===== config.mk =====
export PLATFORM = sky130hd
export DESIGN_NAME = tbu
export DESIGN_NICKNAME = d
export VERILOG_FILES = /design/src/rtl/vd_pkg.sv /design/src/rtl/tbu_minsel.sv /design/src/rtl/tbu.sv
export SDC_FILE = /design/constraint.sdc
export NUM_CORES = 1
export LEC_CHECK = 0
export ABC_AREA = 1
export CAP_MARGIN = 40
export CORE_MARGIN = 1
export CORE_UTILIZATION = 30
export DETAILED_ROUTE_END_ITERATION = 8
export GPL_TIMING_DRIVEN = 0
export PLACE_DENSITY = 0.6
export SLEW_MARGIN = 0
export SYNTH_ARGS = -nofsm -noshare
export SYNTH_HDL_FRONTEND = slang
export SYNTH_SLANG_ARGS = --single-unit

===== constraint.sdc =====
create_clock -name clk -period 2 [get_ports clk]
set_input_delay 0.4 -clock clk [delete_from_list [all_inputs] [get_ports clk]]
set_output_delay 0.4 -clock clk [all_outputs]
set_load 0.01 [all_outputs]

===== src/rtl/vd_pkg.sv =====
// rtl/vd_pkg.sv - shared Viterbi decoder constants, state encodings and trellis helpers
package vd_pkg;
    localparam int HIST = 8;
    localparam int WP_W = 3;
    localparam int PM_W = 4;

    localparam logic [1:0] S00 = 2'b00;
    localparam logic [1:0] S01 = 2'b01;
    localparam logic [1:0] S10 = 2'b10;
    localparam logic [1:0] S11 = 2'b11;

    typedef enum logic [1:0] {
        IDLE,
        SELECT,
        TRACE,
        EMIT
    } tbu_state_t;

    // s = {s1,s0} with s1 newest; stepping back drops s1 and the survivor bit becomes the oldest.
    function automatic logic [1:0] pred(input logic [1:0] s, input logic d);
        return {s[0], d};
    endfunction
endpackage


===== src/rtl/tbu_minsel.sv =====
// rtl/tbu_minsel.sv - 4-way unsigned path metric argmin, ties go to the lowest state index
module tbu_minsel #(
    parameter int PM_W = vd_pkg::PM_W
) (
    input  logic [PM_W-1:0] pm_00,
    input  logic [PM_W-1:0] pm_01,
    input  logic [PM_W-1:0] pm_10,
    input  logic [PM_W-1:0] pm_11,
    output logic [1:0]      sel
);
    import vd_pkg::*;

    logic [PM_W-1:0] lo_a;
    logic [PM_W-1:0] lo_b;
    logic [1:0]      sel_a;
    logic [1:0]      sel_b;

    // Strict compares everywhere keep the lower index on equal metrics.
    always_comb begin
        sel_a = S00;
        lo_a  = pm_00;
        if (pm_01 < pm_00) begin
            sel_a = S01;
            lo_a  = pm_01;
        end
        sel_b = S10;
        lo_b  = pm_10;
        if (pm_11 < pm_10) begin
            sel_b = S11;
            lo_b  = pm_11;
        end
        sel = sel_a;
        if (lo_b < lo_a) sel = sel_b;
    end
endmodule


===== src/rtl/tbu.sv =====
// rtl/tbu.sv - survivor traceback unit emitting decoded bits oldest-first, with flush drain
module tbu #(
    parameter int DEPTH = 8,
    parameter int HIST  = vd_pkg::HIST,
    parameter int WP_W  = vd_pkg::WP_W,
    parameter int PM_W  = vd_pkg::PM_W
) (
    input  logic            clk,
    input  logic            rst,
    input  logic            refresh,
    input  logic            valid_in,
    output logic            in_ready,
    input  logic [WP_W-1:0] write_pointer_in,
    input  logic [HIST-1:0] selected_branch_at_00,
    input  logic [HIST-1:0] selected_branch_at_01,
    input  logic [HIST-1:0] selected_branch_at_10,
    input  logic [HIST-1:0] selected_branch_at_11,
    input  logic [PM_W-1:0] path_metric_00,
    input  logic [PM_W-1:0] path_metric_01,
    input  logic [PM_W-1:0] path_metric_10,
    input  logic [PM_W-1:0] path_metric_11,
    input  logic            flush,
    output logic            decoded_bit,
    output logic            valid_out,
    output logic            last_out,
    output logic            overrun
);
    import vd_pkg::*;

    localparam int              CNT_W = $clog2(DEPTH + 1);
    localparam logic [CNT_W-1:0] FULL = CNT_W'(DEPTH);
    localparam logic [CNT_W-1:0] ONE  = CNT_W'(1);

    tbu_state_t       state;
    tbu_state_t       state_next;
    logic [CNT_W-1:0] pending;
    logic [CNT_W-1:0] pend_inc;
    logic [CNT_W-1:0] pend_after;
    logic [CNT_W-1:0] len;
    logic [CNT_W-1:0] k;
    logic             flush_req;
    logic             flush_mode;
    logic [HIST-1:0]  sb_q [4];
    logic [PM_W-1:0]  pm_q [4];
    logic [WP_W-1:0]  wp_q;
    logic [WP_W-1:0]  k_w;
    logic [WP_W-1:0]  idx;
    logic [1:0]       cur;
    logic [1:0]       start;
    logic [HIST-1:0]  dbuf;
    logic             accept;
    logic             go_normal;
    logic             go_flush;
    logic             trace_done;
    logic             drain_done;

    tbu_minsel #(.PM_W(PM_W)) u_minsel (
        .pm_00 (pm_q[0]),
        .pm_01 (pm_q[1]),
        .pm_10 (pm_q[2]),
        .pm_11 (pm_q[3]),
        .sel   (start)
    );

    assign in_ready   = (state == IDLE);
    assign accept     = valid_in && in_ready;
    assign pend_inc   = (pending == FULL) ? pending : pending + ONE;
    assign pend_after = accept ? pend_inc : pending;
    // A full window always wins; a coincident flush is parked in flush_req and drained next.
    assign go_normal  = accept && (pend_inc == FULL);
    assign go_flush   = in_ready && !go_normal && (flush || flush_req) && (pend_after != '0);
    assign k_w        = WP_W'(k);
    assign idx        = wp_q - k_w;
    assign trace_done = (k == len - ONE);
    assign drain_done = (k == '0);

    assign valid_out   = (state == EMIT);
    assign decoded_bit = valid_out && dbuf[k_w];
    assign last_out    = valid_out && flush_mode && drain_done;

    always_comb begin
        state_next = state;
        case (state)
            IDLE:    if (go_normal || go_flush) state_next = SELECT;
            SELECT:  state_next = TRACE;
            TRACE:   if (trace_done) state_next = EMIT;
            EMIT:    if (!flush_mode || drain_done) state_next = IDLE;
            default: state_next = IDLE;
        endcase
    end

    always_ff @(posedge clk or negedge rst) begin
        if (!rst) begin
            state      <= IDLE;
            pending    <= '0;
            flush_req  <= 1'b0;
            flush_mode <= 1'b0;
            overrun    <= 1'b0;
            wp_q       <= '0;
            len        <= '0;
            k          <= '0;
            cur        <= S00;
            dbuf       <= '0;
            for (int i = 0; i < 4; i++) begin
                sb_q[i] <= '0;
                pm_q[i] <= '0;
            end
        end else if (refresh) begin
            state      <= IDLE;
            pending    <= '0;
            flush_req  <= 1'b0;
            flush_mode <= 1'b0;
            overrun    <= 1'b0;
            wp_q       <= '0;
            len        <= '0;
            k          <= '0;
            cur        <= S00;
            dbuf       <= '0;
            for (int i = 0; i < 4; i++) begin
                sb_q[i] <= '0;
                pm_q[i] <= '0;
            end
        end else begin
            state <= state_next;
            if (valid_in && !in_ready) overrun <= 1'b1;
            if (flush && (state != IDLE)) flush_req <= 1'b1;
            case (state)
                IDLE: begin
                    if (accept) begin
                        pending <= pend_inc;
                        wp_q    <= write_pointer_in;
                        sb_q[0] <= selected_branch_at_00;
                        sb_q[1] <= selected_branch_at_01;
                        sb_q[2] <= selected_branch_at_10;
                        sb_q[3] <= selected_branch_at_11;
                        pm_q[0] <= path_metric_00;
                        pm_q[1] <= path_metric_01;
                        pm_q[2] <= path_metric_10;
                        pm_q[3] <= path_metric_11;
                    end
                    if (go_normal) begin
                        flush_mode <= 1'b0;
                        if (flush) flush_req <= 1'b1;
                    end else if (go_flush) begin
                        flush_mode <= 1'b1;
                    end
                end
                SELECT: begin
                    cur <= start;
                    k   <= '0;
                    len <= pending;
                end
                TRACE: begin
                    dbuf[k_w] <= cur[1];
                    cur       <= pred(cur, sb_q[cur][idx]);
                    if (!trace_done) k <= k + ONE;
                end
                EMIT: begin
                    if (!flush_mode) begin
                        pending <= FULL - ONE;
                    end else if (drain_done) begin
                        pending   <= '0;
                        flush_req <= 1'b0;
                    end else begin
                        k <= k - ONE;
                    end
                end
                default: ;
            endcase
        end
    end
endmodule


### After elaboration in Yosys (flattened, before gate mapping)

Cells that the tools add are included.
W data, S select, Z words.

* register bits: 78
* input bits: 56

* add/subtract/negate cells: 5
* $lt $le $gt $ge: 7
* equality and inequality tests: 13
* multiplexer cells: 59
* bitwise gates (word level): 1
* reduce and logical (&&, ||, !) cells: 35

Operators by type and width (number)
* $mux W32: 3
* $mux W4: 13
* $mux W16: 3
* $mux W8: 4
* $mux W1: 17
* $bmux W8 S2: 1
* $lt A4 B4 Y1: 3
* $mux W2: 6
* $pmux W4 S3: 1
* $reduce_bool A2 Y1: 6
* $logic_and A1 B1 Y1: 11
* $mux W3: 3
* $ne A3 B2 Y1 const B: 3
* $ne A3 B3 Y1 const B: 3
* $reduce_bool A3 Y1: 3
* $add A4 B1 Y4 const B: 2
* $bwmux W8: 1
* $eq A4 B4 Y1 const B: 2
* $lt A3 B4 Y1 const B: 2
* $pmux W2 S4: 1
* $pmux W4 S2: 1
* $reduce_bool A4 Y1: 2
* $sub A4 B1 Y4 const B: 2
* $bmux W1 S3: 2
* other kinds (18): 25

### Logic depth before layout (Yosys ltp)

* word-level depth: 12
* depth in mapped cells: 18

### Hierarchy

From an unflattened synthesis, not the netlist that was laid out.

* cells, all modules: 634
* area, all modules: 4762.1 µm²

By module, submodules not included
* tbu: times used 1, cells each 567, area an instance 4370.4 µm²
* tbu_minsel: times used 1, cells each 67, area an instance 391.6 µm²

### Least setup slack after synthesis

No wires, ideal clock.

* path kind: register -> register
* start: register pm_q[3] in the netlist's numbering
* end: register cur[0]
* library setup time: 0.116 ns
* arrival: 1.810 ns
* slack: 0.074 ns
* stages on the path, launching flop included: 15
* path through: dfrtp_1 ha_1 a21oi_1 nand2_2 nand2_1 o21ai_0 ha_1 nand2_1 nand2_1 nand2_1 nand2_1 nand2_1 nand3_1 nand2_1 nand2_1

* word-level cells in the longest chain between the ends: 6

RTL lines
* start: declaration: RTL line tbu.sv:44 `logic [PM_W-1:0] pm_q [4];`
* $lt A4 B4 Y1: RTL line tbu_minsel.sv:28 `if (pm_11 < pm_10) begin`
* $mux W4: RTL line tbu_minsel.sv:28
* $lt A4 B4 Y1: RTL line tbu_minsel.sv:33 `if (lo_b < lo_a) sel = sel_b;`
* $mux W2 *: RTL line tbu_minsel.sv:33
* $pmux W2 S2 *: RTL line tbu.sv:127 `case (state)`
* $mux W2 *: RTL line tbu.sv:108 `end else if (refresh) begin`
* end signal: assignment: RTL line tbu.sv:149 `cur <= start;`
* end signal: assignment: RTL line tbu.sv:155 `cur <= pred(cur, sb_q[cur][idx]);`
* end: declaration: RTL line tbu.sv:48 `logic [1:0] cur;`

Every way passes the cells marked *; elsewhere a longest branch is shown, timed or not.
A chain may end at the register's enable or synchronous reset.

### Worst setup path after layout

* start: register k[2]
* end: output decoded_bit

* word-level cells in the longest chain between the ends: 3

RTL lines
* start: declaration: RTL line tbu.sv:40 `logic [CNT_W-1:0] k;`
* start signal: assignment: RTL line tbu.sv:156 `if (!trace_done) k <= k + ONE;`
* start signal: assignment: RTL line tbu.sv:165 `k <= k - ONE;`
* $bmux W1 S3: RTL line tbu.sv:78 `assign decoded_bit = valid_out && dbuf[k_w];`
* $mux W1 (not written as such): RTL line tbu.sv:78
* $logic_and A1 B1 Y1: RTL line tbu.sv:78
* end: declaration: RTL line tbu.sv:23 `output logic decoded_bit,`

No other way between the ends. The select of a mux whose other input is x is not followed.

==> flow_summary.ini <==
[logic_synthesis]
yosysTopAreaCellShare_pct = 42.6
yosys_warnings = 0
synth.largest_area_cell = dfrtp_1
netlist_instances = 577
syn_area_sq_um = 4590
async_flop_share_pct = 100
synthesis.nets = 657
yosysUniqueCellTypes = 41
synth_area_leaders = dfrtp_1, nand2_1, nand3_1
synth_edf_count = 0
yosysSeqAreaShare_pct = 42.6
ys_ff_latch = 78
ys.flop_type = dfrtp_1
syn_area_per_cell_sq_um = 7.95

[routing]
postRouteAntennaNets = 0
drt_iter0_drc = 342
drc = 6
wire_per_inst_um = 15.4
routed_wl_um = 13300
drt_pass1_iterations = 7
num_vias = 4270
via_per_inst = 4.97

[setup_path]
reg2reg_depth = 14
required_ns = 1.60
setup.worst_path.end = decoded_bit
slowest_stage = dfrtp_1
cp-startpoint = k[2]$_DFFE_PN0P_
cp_top_family = compound AO/OA/AOI/OAI gates
r2r_slack_ns = 0
cp.buffers_inverters = 3
arrival_ns = 1.72
startpoint_type = flip-flop
critPathMaxStageDelay_ns = 0.39
critPathKind = flip-flop to output port
crit_fanout = 5
r2r-start = pm_q[11]$_DFFE_PN0P_
worst-path-stages = 7
crit_chain = buf_6 > buf_4 > nand3_1 > o21ai_0 > a221oi_1 > a21oi_1 > buf_2
reg2reg_to = cur[0]$_DFFE_PN0P_
endpoint_kind = output port

[timing]
setup_viol = 2
layout_min_cycle_time_ns = 2.12
worst_pin_slew_ns = 0.587
max_freq_mhz = 471
fin_setup_tns_ns = -0.126
hold_violations = 0
relSlewSlack_pct = 60.9
drv_slew = 0
fin_skew_ns = 0.00586
period_share_pct = 106
rsz0062_at_grt = true
setup_slack_ns = -0.123

[clocking]
insertion_delay_ns = 0.35
cts_buffers = 9
tritoncts = built
clk_root_buffer_cell = clkbuf_16
cts_buffer_depth = 2
clk_pin_slew_ns = 0.06
cts.sinks = 78
h-tree-depth = 3

[power]
total_power_mw = 7.13
p_leak_nw = 2.77
internal_power_mw = 4.19
irDropWorstVdd_mv = 0.585
clkPwrFrac_pct = 23.5
power.switching_mw = 2.94
powerDensity_nw_per_um2 = 1170
sw_frac_of_total_pct = 41.2
power.share.sequential_pct = 30.0
power_frac_comb_pct = 46.5

[global_routing]
grt_usage_pct = 17.9
antenna_found_initial = 0
grt-ovfl-total = 0
grt_max_degree = 54
grt_pass1_vias = 4334
grt_pass1_wl_um = 22100

[layout]
syn_to_final_growth_pct = 33.1
fillCellCount = 1428
num_antenna_cells = 0
final_layout_size_suffix_gt1_share_pct = 17.9
multi_input_area_sq_um = 2370
regArea_sq_um = 1960
final_area_sq_um = 6100
nNetsFinal = 751

[floorplanning]
die_x_um = 126
die_h_um = 126
die-area_sq_um = 15800
start_util_pct = 31.2
core_sq_um = 14700
ios = 61
num_rows = 44

[place]
gp_congestion = 0.873
dpl-instance-area_sq_um = 5440
io_buffer_count = 60
detailed_place_hpwl_um = 9480

[hold_path]
hold_path.class = input pin to asynchronous set/reset pin

[outcome]
violations = DRC, setup timing
outcome = finished, violations left

[job]
max_cap_viol_count = 0
## layer usage
| metal | track usage, % | up-vias | part of all wire [%] |
|---|---|---|---|
| met2 | 29.0 | 106 | 48 |
| met1 | 24.1 | 2055 | 47 |
| met3 | 4.42 | 13 | 4.9 |
| met5 | 0 | - | 0 |
| li1 | - | 2096 | - |
| met4 | 4.16 | 0 | 0.98 |
## final cells by class
cell class / count / area share (%)
multi-input combinational: 401 / 38.8
sequential: 78 / 32.1
timing repair buffer: 83 / 12.8
inverter: 70 / 4.71
tap: 184 / 3.77
clock buffer: 9 / 3.69
buffer: 28 / 2.95
clock inverter: 7 / 1.23
## stage by stage
stage	hold WS, ns	utilization [%]	setup slack (ns)	std cells
floorplan	0.104	-	0.0737	577
global placement	0.501	36.9	-2.39	821
detailed placement	0.362	37.0	-0.308	822
CTS	0.535	40.4	-0.110	851
global route	0.559	41.5	-0.249	860
finish	0.531	41.5	-0.123	860
## how the worst min path moves through the flow
stage	start	end
after floorplan	rst	cur[0]$_DFFE_PN0P_
after global placement	overrun$_DFFE_PN0P_	overrun$_DFFE_PN0P_
after detailed placement	rst	k[2]$_DFFE_PN0P_
after CTS	rst	pm_q[2]$_DFFE_PN0P_
after global routing	rst	k[1]$_DFFE_PN0P_
final	rst	k[2]$_DFFE_PN0P_
## layout by cell type, fill, tap and decap left out, drive strengths merged, types with 2 or more instances in the layout
master | synthesis | layout
nand3 | 77 | 77
fa | 2 | 2
o311ai | 2 | 2
xnor2 | 7 | 7
o21ai | 71 | 71
inv | 69 | 68
clkbuf | 17 | 26
nand2 | 128 | 128
ha | 22 | 22
clkdlybuf4s50 | 0 | 56
nor3 | 6 | 6
a31oi | 6 | 6
nor2 | 23 | 23
buf | 11 | 36
o22ai | 2 | 2
a221oi | 2 | 2
clkinvlp | 0 | 4
clkinv | 0 | 3
dfrtp | 78 | 78
xor2 | 5 | 5
a21oi | 41 | 41
bufinv | 1 | 2
## synth_stat cells, types with 2 or more instances
| library cell | instances |
|---|---|
| nand2_2 | 5 |
| nand3_2 | 2 |
| nor3_1 | 5 |
| o22ai_1 | 2 |
| clkbuf_1 | 16 |
| o311ai_0 | 2 |
| buf_2 | 3 |
| a31oi_1 | 5 |
| o21ai_0 | 56 |
| a221oi_1 | 2 |
| nand2_1 | 123 |
| buf_6 | 6 |
| nand3_1 | 75 |
| nor2_4 | 3 |
| ha_1 | 22 |
| fa_1 | 2 |
| nor2_1 | 20 |
| o21ai_2 | 4 |
| xor2_1 | 5 |
| a21oi_1 | 40 |
| dfrtp_1 | 78 |
| inv_1 | 62 |
| inv_2 | 5 |
| o21ai_1 | 11 |
| xnor2_1 | 7 |
## power groups by stage
| stage | Clock (mW) | Sequential, mW | Combinational, mW |
|---|---|---|---|
| after floorplan | 0 | 2.07 | 2.00 |
| after global placement | 0 | 2.13 | 2.73 |
| after detailed placement | 0 | 2.14 | 2.78 |
| after CTS | 1.71 | 2.12 | 3.06 |
| after global routing | 1.78 | 2.17 | 3.72 |
| final | 1.68 | 2.14 | 3.31 |
## cells by family (layout without fill, tap and decap cells)
kind of cell             Yosys count  count (layout)  share of synthesized area [%]
AND/OR/NAND/NOR                  237             237                           22.9
adder cells (fa/ha/maj)           24              24                           6.87
XOR/XNOR                          12              12                           2.29
flip-flops                        78              78                           42.6
AO/OA/AOI/OAI                    128             128                           15.5
buffers and inverters             98             197                           9.85
## worst reg2reg max path: cells and delay by family, from the launching register on
kind	cells	cell delay [ns]
simple gates	9	0.64
compound gates	2	0.23
buf+inv	1	0.05
fa+ha+maj	2	0.55
flops	1	0.44
## flip-flops by register name (all words and copies together) (netlist names)
signal	count
overrun	1
flush_mode	1
k	4
flush_req	1
wp_q	3
pending	4
dbuf	8
sb_q	32
state	2
len	4
cur	2
pm_q	16
## timing repair
action / 4_1_cts / 5_1_grt
cloned: 0 / 0
endpoints found under the hold margin: 25 / 0
setup buffers: 12 / 9
hold buffers: 1 / 0
gates resized for setup: 42 / 28
pin swaps: 12 / 19
setup endpoints to repair: 27 / 49
(Power assumes the default switching activity.)
